File: config.mk
export PLATFORM = sky130hd
export DESIGN_NAME = dmac_bus_arbiter
export DESIGN_NICKNAME = d
export VERILOG_FILES = /design/src/rtl/dmac_pkg.sv /design/src/rtl/dmac_burst_tracker.sv /design/src/rtl/dmac_bus_arbiter.sv
export SDC_FILE = /design/constraint.sdc
export NUM_CORES = 1
export LEC_CHECK = 0
export CAP_MARGIN = 20
export CORE_MARGIN = 5
export CORE_UTILIZATION = 27
export DETAILED_ROUTE_END_ITERATION = 7
export PLACE_DENSITY = 0.84
export SETUP_SLACK_MARGIN = 0.05
export SLEW_MARGIN = 15
export SYNTH_ARGS = -nofsm -noshare
export SYNTH_HDL_FRONTEND = slang
export SYNTH_SLANG_ARGS = --single-unit
File: constraint.sdc
create_clock -name clk -period 5 [get_ports clk]
set_input_delay 1 -clock clk [delete_from_list [all_inputs] [get_ports clk]]
set_output_delay 1 -clock clk [all_outputs]
set_load 0.05 [all_outputs]
File: src/rtl/dmac_pkg.sv
// Shared types and helpers for the DMAC bus arbiter slice.
package dmac_pkg;

  typedef enum logic [1:0] {
    IDLE   = 2'd0,
    BUSY   = 2'd1,
    NONSEQ = 2'd2,
    SEQ    = 2'd3
  } htrans_e;

  typedef enum logic {
    CPU_OWN = 1'b0,
    DMA_OWN = 1'b1
  } arb_state_e;

  localparam logic MST_CPU = 1'b0;
  localparam logic MST_DMA = 1'b1;

  // NONSEQ/SEQ transfer data; IDLE/BUSY do not
  function automatic logic is_active(input logic [1:0] trans);
    return (trans == NONSEQ) || (trans == SEQ);
  endfunction

  // A programmed burst length of zero still moves one beat
  function automatic logic [3:0] eff_len(input logic [3:0] len);
    return (len == 4'd0) ? 4'd1 : len;
  endfunction

endpackage

File: src/rtl/dmac_burst_tracker.sv
// Beat and burst bookkeeping for DMAC ownership periods.
module dmac_burst_tracker
  import dmac_pkg::*;
#(
  parameter int MAX_BURSTS = 4
) (
  input  logic       clk,
  input  logic       rst,
  input  logic       start,
  input  logic       beat,
  input  logic       release_bus,
  input  logic [3:0] burst_len,
  output logic       burst_end,
  output logic       max_reached
);

  logic [3:0] beat_cnt;
  logic [3:0] len_q;
  logic [2:0] burst_cnt;
  logic [2:0] burst_cnt_inc;

  assign burst_end     = beat && ((beat_cnt + 4'd1) == len_q);
  // >= rather than == so a cpu_req raised after many bursts still forces a handover
  assign max_reached   = ({1'b0, burst_cnt} + 4'd1) >= 4'(MAX_BURSTS);
  assign burst_cnt_inc = (burst_cnt == 3'd7) ? burst_cnt : burst_cnt + 3'd1;

  // Counters advance only on accepted beats, so HReady low freezes them
  always_ff @(posedge clk or negedge rst) begin
    if (!rst) begin
      beat_cnt  <= 4'd0;
      burst_cnt <= 3'd0;
      len_q     <= 4'd1;
    end else if (start) begin
      beat_cnt  <= 4'd0;
      burst_cnt <= 3'd0;
      len_q     <= eff_len(burst_len);
    end else if (burst_end) begin
      beat_cnt <= 4'd0;
      if (release_bus) begin
        burst_cnt <= 3'd0;
      end else begin
        burst_cnt <= burst_cnt_inc;
        len_q     <= eff_len(burst_len);
      end
    end else if (beat) begin
      beat_cnt <= beat_cnt + 4'd1;
    end else if (release_bus) begin
      burst_cnt <= 3'd0;
    end
  end

endmodule

File: src/rtl/dmac_bus_arbiter.sv
// Two-master AHB-lite arbiter and bus mux: CPU (default) and DMAC.
//
//   state   | meaning
//   --------+-----------------------------------------------
//   CPU_OWN | CPU owns the address phase (default master)
//   DMA_OWN | DMAC granted; held until burst end or release
module dmac_bus_arbiter
  import dmac_pkg::*;
#(
  parameter bit DMA_HIGH_PRIO  = 1'b1,
  parameter int DMA_MAX_BURSTS = 4,
  parameter int ADDR_W         = 32,
  parameter int DATA_W         = 32
) (
  input  logic              clk,
  input  logic              rst,
  input  logic              cpu_req,
  input  logic [ADDR_W-1:0] cpu_haddr,
  input  logic [1:0]        cpu_htrans,
  input  logic              cpu_hwrite,
  input  logic [DATA_W-1:0] cpu_hwdata,
  input  logic              dma_req,
  input  logic [ADDR_W-1:0] dma_haddr,
  input  logic [1:0]        dma_htrans,
  input  logic              dma_hwrite,
  input  logic [DATA_W-1:0] dma_hwdata,
  input  logic [3:0]        dma_burst_len,
  input  logic              HReady,
  output logic              cpu_grant,
  output logic              dma_grant,
  output logic [ADDR_W-1:0] HAddr,
  output logic [1:0]        HTrans,
  output logic              HWrite,
  output logic [DATA_W-1:0] HWData,
  output logic              addr_owner,
  output logic              data_owner
);

  arb_state_e state_q, state_d;
  logic switch_pt, cpu_blocks, dma_beat, early_rel;
  logic start, release_bus, burst_end, max_reached;
  logic addr_sel;

  assign switch_pt   = HReady && ((cpu_htrans == IDLE) || !cpu_req);
  assign cpu_blocks  = !DMA_HIGH_PRIO && cpu_req;
  assign dma_beat    = (state_q == DMA_OWN) && HReady && is_active(dma_htrans);
  assign early_rel   = HReady && !dma_req && (dma_htrans == IDLE);
  assign start       = (state_q == CPU_OWN) && (state_d == DMA_OWN);
  assign release_bus = (state_q == DMA_OWN) && (state_d == CPU_OWN);

  dmac_burst_tracker #(
    .MAX_BURSTS(DMA_MAX_BURSTS)
  ) u_tracker (
    .clk        (clk),
    .rst        (rst),
    .start      (start),
    .beat       (dma_beat),
    .release_bus(release_bus),
    .burst_len  (dma_burst_len),
    .burst_end  (burst_end),
    .max_reached(max_reached)
  );

  // Ownership state register
  always_ff @(posedge clk or negedge rst) begin
    if (!rst) state_q <= CPU_OWN;
    else      state_q <= state_d;
  end

  // Next-state: grant at CPU switch points, hold DMAC for whole bursts
  always_comb begin
    state_d = state_q;
    case (state_q)
      CPU_OWN: begin
        if (switch_pt && dma_req && !cpu_blocks) state_d = DMA_OWN;
      end
      DMA_OWN: begin
        if (burst_end) begin
          if ((cpu_req && (max_reached || !DMA_HIGH_PRIO)) || !dma_req) state_d = CPU_OWN;
        end else if (early_rel) begin
          state_d = CPU_OWN;
        end
      end
      default: state_d = CPU_OWN;
    endcase
  end

  // Data phase lags the address phase by one accepted transfer
  always_ff @(posedge clk or negedge rst) begin
    if (!rst)        data_owner <= MST_CPU;
    else if (HReady) data_owner <= addr_owner;
  end

  // Grants and master multiplexing
  always_comb begin
    addr_sel   = (state_q == DMA_OWN) ? MST_DMA : MST_CPU;
    addr_owner = addr_sel;
    cpu_grant  = (addr_sel == MST_CPU);
    dma_grant  = (addr_sel == MST_DMA);
    if (addr_sel == MST_DMA) begin
      HAddr  = dma_haddr;
      HTrans = dma_htrans;
      HWrite = dma_hwrite;
    end else begin
      HAddr  = cpu_haddr;
      HTrans = cpu_htrans;
      HWrite = cpu_hwrite;
    end
    HWData = (data_owner == MST_DMA) ? dma_hwdata : cpu_hwdata;
  end

endmodule
# [Word-level counts from Yosys, hierarchy flattened]
# Index checks and enable logic that the tools add are counted.
[word_totals] wordCells=65 out_inout_bits=71 register_bits=13
[op_classes] n_bitwise=3 eq_ne=7 order_cmp=1 reduce_logical=23 n_addsub=3 n_mux=23
[op_table] cell="two-way mux 32 bit" n=2
[op_table] cell="two-way mux 4 bit" n=7
[op_table] cell="two-way mux 3 bit" n=6
[op_table] cell="logical AND 1 bit" n=10
[op_table] cell="two-way mux 1 bit" n=6
[op_table] cell="inequality test 3 bit (second input constant)" n=2
[op_table] cell="nonzero test 3 bit" n=2
[op_table] cell="adder 3 x 1 -> 4 bit (second input constant)" n=1
[op_table] cell="adder 4 x 1 -> 4 bit (second input constant)" n=1
[op_table] cell="== test 2 bit (second input constant)" n=2
[op_table] cell="== test 4 bit" n=1
[op_table] cell=">= comparator 4 x 3 -> 1 bit (second input constant)" n=1
[op_table] cell="zero test 2 bit" n=2
[op_table] cell="zero test 4 bit" n=1
[op_table] cell="adder 3 x 1 -> 3 bit (second input constant)" n=1
[op_table] cell="== test 3 bit (second input constant)" n=1
[op_table] cell="logical OR 1 bit" n=3
[op_table] cell="NOT 1 bit" n=3
[op_table] cell="AND reduction 3 bit" n=1
[op_table] cell="zero test 1 bit" n=2
[op_table] cell="two-way mux 2 bit" n=1
[op_table] cell="inequality test 2 bit (second input constant)" n=1
[op_table] cell="case mux 1 bit (2 select lines)" n=1
[op_table] cell="AND reduction 2 bit" n=1
[op_table] cell="nonzero test 2 bit" n=1

# [Depth between registers and ports, before layout]
[logic_depth] word_depth=13 mapped_depth=10 depth_no_buf=10

# [Cells and area by module]
# A second synthesis with hierarchy kept.
[hier_totals] hier_cells=155 area_unflattened_um2=1729.2
[by_module_without_submodules] mod="dmac_bus_arbiter" seq_area_each_um2=50.0 n_inst=1 area_per_inst_um2=991.0 cells_each=88
[by_module_without_submodules] mod="dmac_burst_tracker" seq_area_each_um2=276.5 n_inst=1 area_per_inst_um2=738.2 cells_each=67

# [Least setup slack after synthesis]
# OpenSTA, ideal clock, no wires.
[synth_path] path_type="flip-flop to flip-flop" start="reg u_tracker.beat_cnt[0]" end="reg u_tracker.burst_cnt[0]" n_path_buf=0 stages_incl_launch_ff=11 t_required_ns=4.936 arrival_time_ns=2.874 synth_period_minus_slack_ns=2.938 path_slack_ns=2.062 path_cell_list="dfrtp_1 -> ha_1 -> xor3_1 -> nor3_2 -> nand3_2 -> o311a_1 -> or3_1 -> ha_1 -> a211oi_1 -> nor3b_1 -> a21o_1"
[synth_via] elab_chain_len=10 elab_cells_between_ends=15 classes_between="add/sub (1); eq/ne (3); mux (5); bitwise (1); reduce/logical (5)"
[synth_lines] element="start, declared" line="dmac_burst_tracker.sv:17" text="logic [3:0] beat_cnt;"
[synth_lines] element="start signal, assigned" line="dmac_burst_tracker.sv:46" text="beat_cnt <= beat_cnt + 4'd1;"
[synth_lines] element="adder 4 x 1 -> 4 bit (*)" line="dmac_burst_tracker.sv:22" text="assign burst_end = beat && ((beat_cnt + 4'd1) == len_q);"
[synth_lines] element="== test 4 bit (*)" line="dmac_burst_tracker.sv:22"
[synth_lines] element="logical AND 1 bit (*)" line="dmac_burst_tracker.sv:22"
[synth_lines] element="two-way mux 1 bit (*)" line="dmac_bus_arbiter.sv:78" text="if (burst_end) begin"
[synth_lines] element="case mux 1 bit (2 select lines) (*)" line="dmac_bus_arbiter.sv:73" text="case (state_q)"
[synth_lines] element="net state_d" line="dmac_bus_arbiter.sv:39" text="arb_state_e state_q, state_d;"
[synth_lines] element="NOT 1 bit" line="dmac_bus_arbiter.sv:49" text="assign release_bus = (state_q == DMA_OWN) && (state_d == CPU_OWN);"
[synth_lines] element="logical AND 1 bit" line="dmac_bus_arbiter.sv:49"
[synth_lines] element="two-way mux 3 bit" line="dmac_burst_tracker.sv:39" text="if (release_bus) begin"
[synth_lines] element="two-way mux 3 bit" line="dmac_burst_tracker.sv:37" text="end else if (burst_end) begin"
[synth_lines] element="two-way mux 3 bit" line="dmac_burst_tracker.sv:33" text="end else if (start) begin"
[synth_lines] element="end signal, assigned" line="dmac_burst_tracker.sv:42" text="burst_cnt <= burst_cnt_inc;"
[synth_lines] element="end, declared" line="dmac_burst_tracker.sv:19" text="logic [2:0] burst_cnt;"
# The timed path passes the listed nets; every way through them passes the cells marked *.
# A chain may end at the register's enable or synchronous reset.

# [Worst setup path in the final report]
[layout_path] start="reg state_q" end="out HWrite"
[layout_via] elab_chain_len=2
[layout_lines] element="start, declared" line="dmac_bus_arbiter.sv:39"
[layout_lines] element="start signal, assigned" line="dmac_bus_arbiter.sv:67" text="else state_q <= state_d;"
[layout_lines] element="two-way mux 1 bit" line="dmac_bus_arbiter.sv:96" text="addr_sel = (state_q == DMA_OWN) ? MST_DMA : MST_CPU;"
[layout_lines] element="two-way mux 1 bit" line="dmac_bus_arbiter.sv:100" text="if (addr_sel == MST_DMA) begin"
[layout_lines] element="end, declared" line="dmac_bus_arbiter.sv:33" text="output logic HWrite,"
# No other way between the ends.

==> summary.md <==
| Metric | Value |
|---|---|
| Die Wd | `86.4 um` |
| Die Y | `86.4 um` |
| Vias in the first global route | `2195` |
| Total die area | `0.00746 mm^2` |
| Count of nets after finishing | `507` |
| Post-route DRC | `0` |
| RePlAce Congestion | `0.823` |
| Top cell type's share of synthesized area | `51.5%` |
| Reg area | `327 um^2` |
| # hold bufs at CTS | `0` |
| Lkg Pwr | `1.52 nW` |
| CTS clk-pin slew, worst paths | `60 ps` |
| Worst setup startpoint | `state_q` |
| Cell taking the most area after synthesis | `mux2_2` |
| CP Max Fanout | `27` |
| Main combinational cell family by area after synthesis | `multiplexers` |
| Startpoint Class | `flip-flop` |
| Critical Path Sink Type | `output port` |
| Hold path startpoint | `u_tracker.len_q[0]` |
| Pre-antenna DRT Iters | `4` |
| Fin crit share | `71.1%` |
| Synth Area per Inst | `10.6 um^2` |
| Syn nets | `296` |
| Max rail drop VDD | `211 uV` |
| Final Max Slew Viols | `0` |
| Final ANT Viol Nets | `0` |
| Post-synthesis cell type count | `33` |
| First-pass GRT wire length | `12100 um` |
| Max-Slew Margin vs Limit | `53.3%` |
| Top post-synthesis cells by area | `mux2_2, dfrtp_1, ha_1, dfstp_2, xor3_1` |
| Post-Route WL | `8470 um` |
| Initial Util | `28.2%` |
| Most common cell after layout, fill and taps aside | `clkdlybuf4s50_1` |
| Diodes inserted | `0` |
| FF-to-FF path depth | `10` |
| FILL cells | `443` |
| P&R area growth vs syn | `143%` |
| Via Count | `1996` |
| Worst Hold Class | `flip-flop to flip-flop` |
| Cells after Synth | `148` |
| Post-synthesis register bit count | `13` |
| WS Path Type | `flip-flop to output port` |
| Final WS setup | `1450 ps` |
| Setup TNS | `0 ps` |
| Fmax | `281 MHz` |
| Clock Root Buffer | `clkbuf_8` |
| Initial antenna violation count | `0` |
| Worst skew pair latency | `250 ps` |
| CTS tree | `yes` |
| Largest net degree at the start of global routing | `28` |
| Fin. Hold Viols | `0` |
| RSZ-0062 raised after global routing | `no` |
| Post-cts resize count | `0` |
| Pwr/cell area | `362 mW/mm^2` |
| Setup-failing EPs final | `0` |
| DP Wirelength | `7480 um` |
| Core area | `0.00557 mm^2` |
| Slew of the pin with the lowest slew margin | `701 ps` |
| Area of the mapped netlist | `0.00157 mm^2` |
| Hold path depth | `2` |
| Most frequent cells in the layout | `clkdlybuf4s50_1, mux2_2, dfrtp_1` |
| DR iter-0 viols | `56` |
| Number of buffers created by CTS | `3` |
| Mux share of post-synthesis cell area | `52.8%` |
| Max capacitance violation total | `0` |
| Area occupied by multi-input gates | `0.00119 mm^2` |
| Post-Synth Simple-Gate Area | `8.35%` |
| Worst R2R Start | `u_tracker.beat_cnt[0]` |
| WP data arrival | `2550 ps` |
| Remaining global-route overflow | `0` |
| Tmin final | `3550 ps` |
| Gr usage total | `21.1%` |
| WL per Instance | `19.7 um` |
| Std cell rows | `27` |
| Post-CTS setup buffers | `0` |
| Synth Area in Compound Gates | `6.36%` |
| IO Count | `214` |
| Clk_skew | `2.80 ps` |
| Dpl ws | `1250 ps` |
| Port bufs | `213` |
| Outcome | `completed` |
| Seq/Total Area, Yosys | `20.7%` |
| CTS Buffer Depth | `2` |
| XOR/XNOR share of the synthesized area | `4.21%` |
| Total clock sinks | `13` |
| Syn. warnings | `0` |
| CP required | `4000 ps` |
| H-tree depth | `1` |
| Layout cells sized above 1 | `22.9%` |
| Routed vias/inst | `4.64` |
| Post-Synth Adder-Cell Area | `3.97%` |
-- per-stage QoR --
stage / power (mW) / util (%) / cells / hold WS [ps] / area [um^2]
floorplan: 0.913 / - / 148 / 451 / 1570
global placement: 1.28 / 67.7 / 426 / 464 / 3770
detailed placement: 1.29 / 67.7 / 426 / 474 / 3770
CTS: 1.39 / 68.5 / 430 / 483 / 3820
global route: 1.45 / 68.5 / 430 / 520 / 3820
finish: 1.38 / 68.5 / 430 / 480 / 3820
-- critical path, stage by stage, from the launching register on --
cell and delay, ps:
dfrtp_1 740, buf_4 440, mux2_2 400, clkdlybuf4s50_1 710
-- logic make-up after synthesis --
family / count (synthesis)
flops: 13
mux: 74
simple gates: 23
buf+inv: 14
fa+ha+maj: 5
xor+xnor: 5
compound gates: 14
-- sequential cells by signal, indices dropped and copies added (netlist names) --
name                 cells
u_tracker.beat_cnt       4
u_tracker.len_q          4
u_tracker.burst_cnt      3
data_owner               1
state_q                  1
-- report_power, final --
part | total, mW | switching [mW] | internal (mW)
clock | 0.0963 | 0.0399 | 0.0564
sequential | 0.201 | 0.0565 | 0.145
combinational | 1.09 | 0.603 | 0.482
total | 1.38 | 0.700 | 0.683
-- per-layer routing --
layer | wire length (um) | global-route usage (%) | vias up
met1 | 2930 | 21.6 | 887
li1 | - | - | 971
met5 | 0 | 0 | -
met3 | 946 | 8.56 | 11
met4 | 148 | 4.96 | 0
met2 | 4440 | 39.6 | 127
-- path summary, 6_finish.rpt --
check                                         endpoint  slack (ps)
max in group asynchronous       u_tracker.burst_cnt[1]        3500
worst max-delay path                            HWrite        1450
min in group asynchronous        u_tracker.beat_cnt[0]        1120
worst min-delay path                u_tracker.len_q[0]         480
worst min register to register      u_tracker.len_q[0]         480
worst max register to register  u_tracker.burst_cnt[2]        1670
-- layout make-up --
cell class / count / share of cell area (%)
Timing Repair Buffer: 215 / 56.2
Multi-Input combinational cell: 121 / 31.2
Sequential cell: 13 / 8.55
Tap cell: 72 / 2.36
Clock buffer: 4 / 1.18
Inverter: 5 / 0.491
-- synth_stat cells --
| cell type | count |
|---|---|
| inv_1 | 5 |
| a31oi_1 | 1 |
| nand2_1 | 3 |
| o311a_1 | 1 |
| and3_1 | 2 |
| ha_1 | 5 |
| a21oi_2 | 1 |
| buf_1 | 4 |
| xor3_1 | 1 |
| a21o_1 | 2 |
| xnor2_1 | 2 |
| clkbuf_1 | 4 |
| nand2b_1 | 1 |
| nor2_1 | 4 |
| dfstp_2 | 1 |
| or3_1 | 1 |
| nor3b_1 | 2 |
| o21ai_0 | 2 |
| nor3_2 | 1 |
| mux2_2 | 72 |
| mux2i_1 | 2 |
| a32o_1 | 2 |
| nor2b_1 | 1 |
| buf_4 | 1 |
| nand3_2 | 1 |
| nor3_1 | 2 |
| and4_1 | 1 |
| nand3_1 | 4 |
| xnor2_2 | 1 |
| xor2_1 | 1 |
| dfrtp_1 | 12 |
| a211oi_1 | 2 |
| a21oi_1 | 3 |
Power figures use the tool's default switching activity.
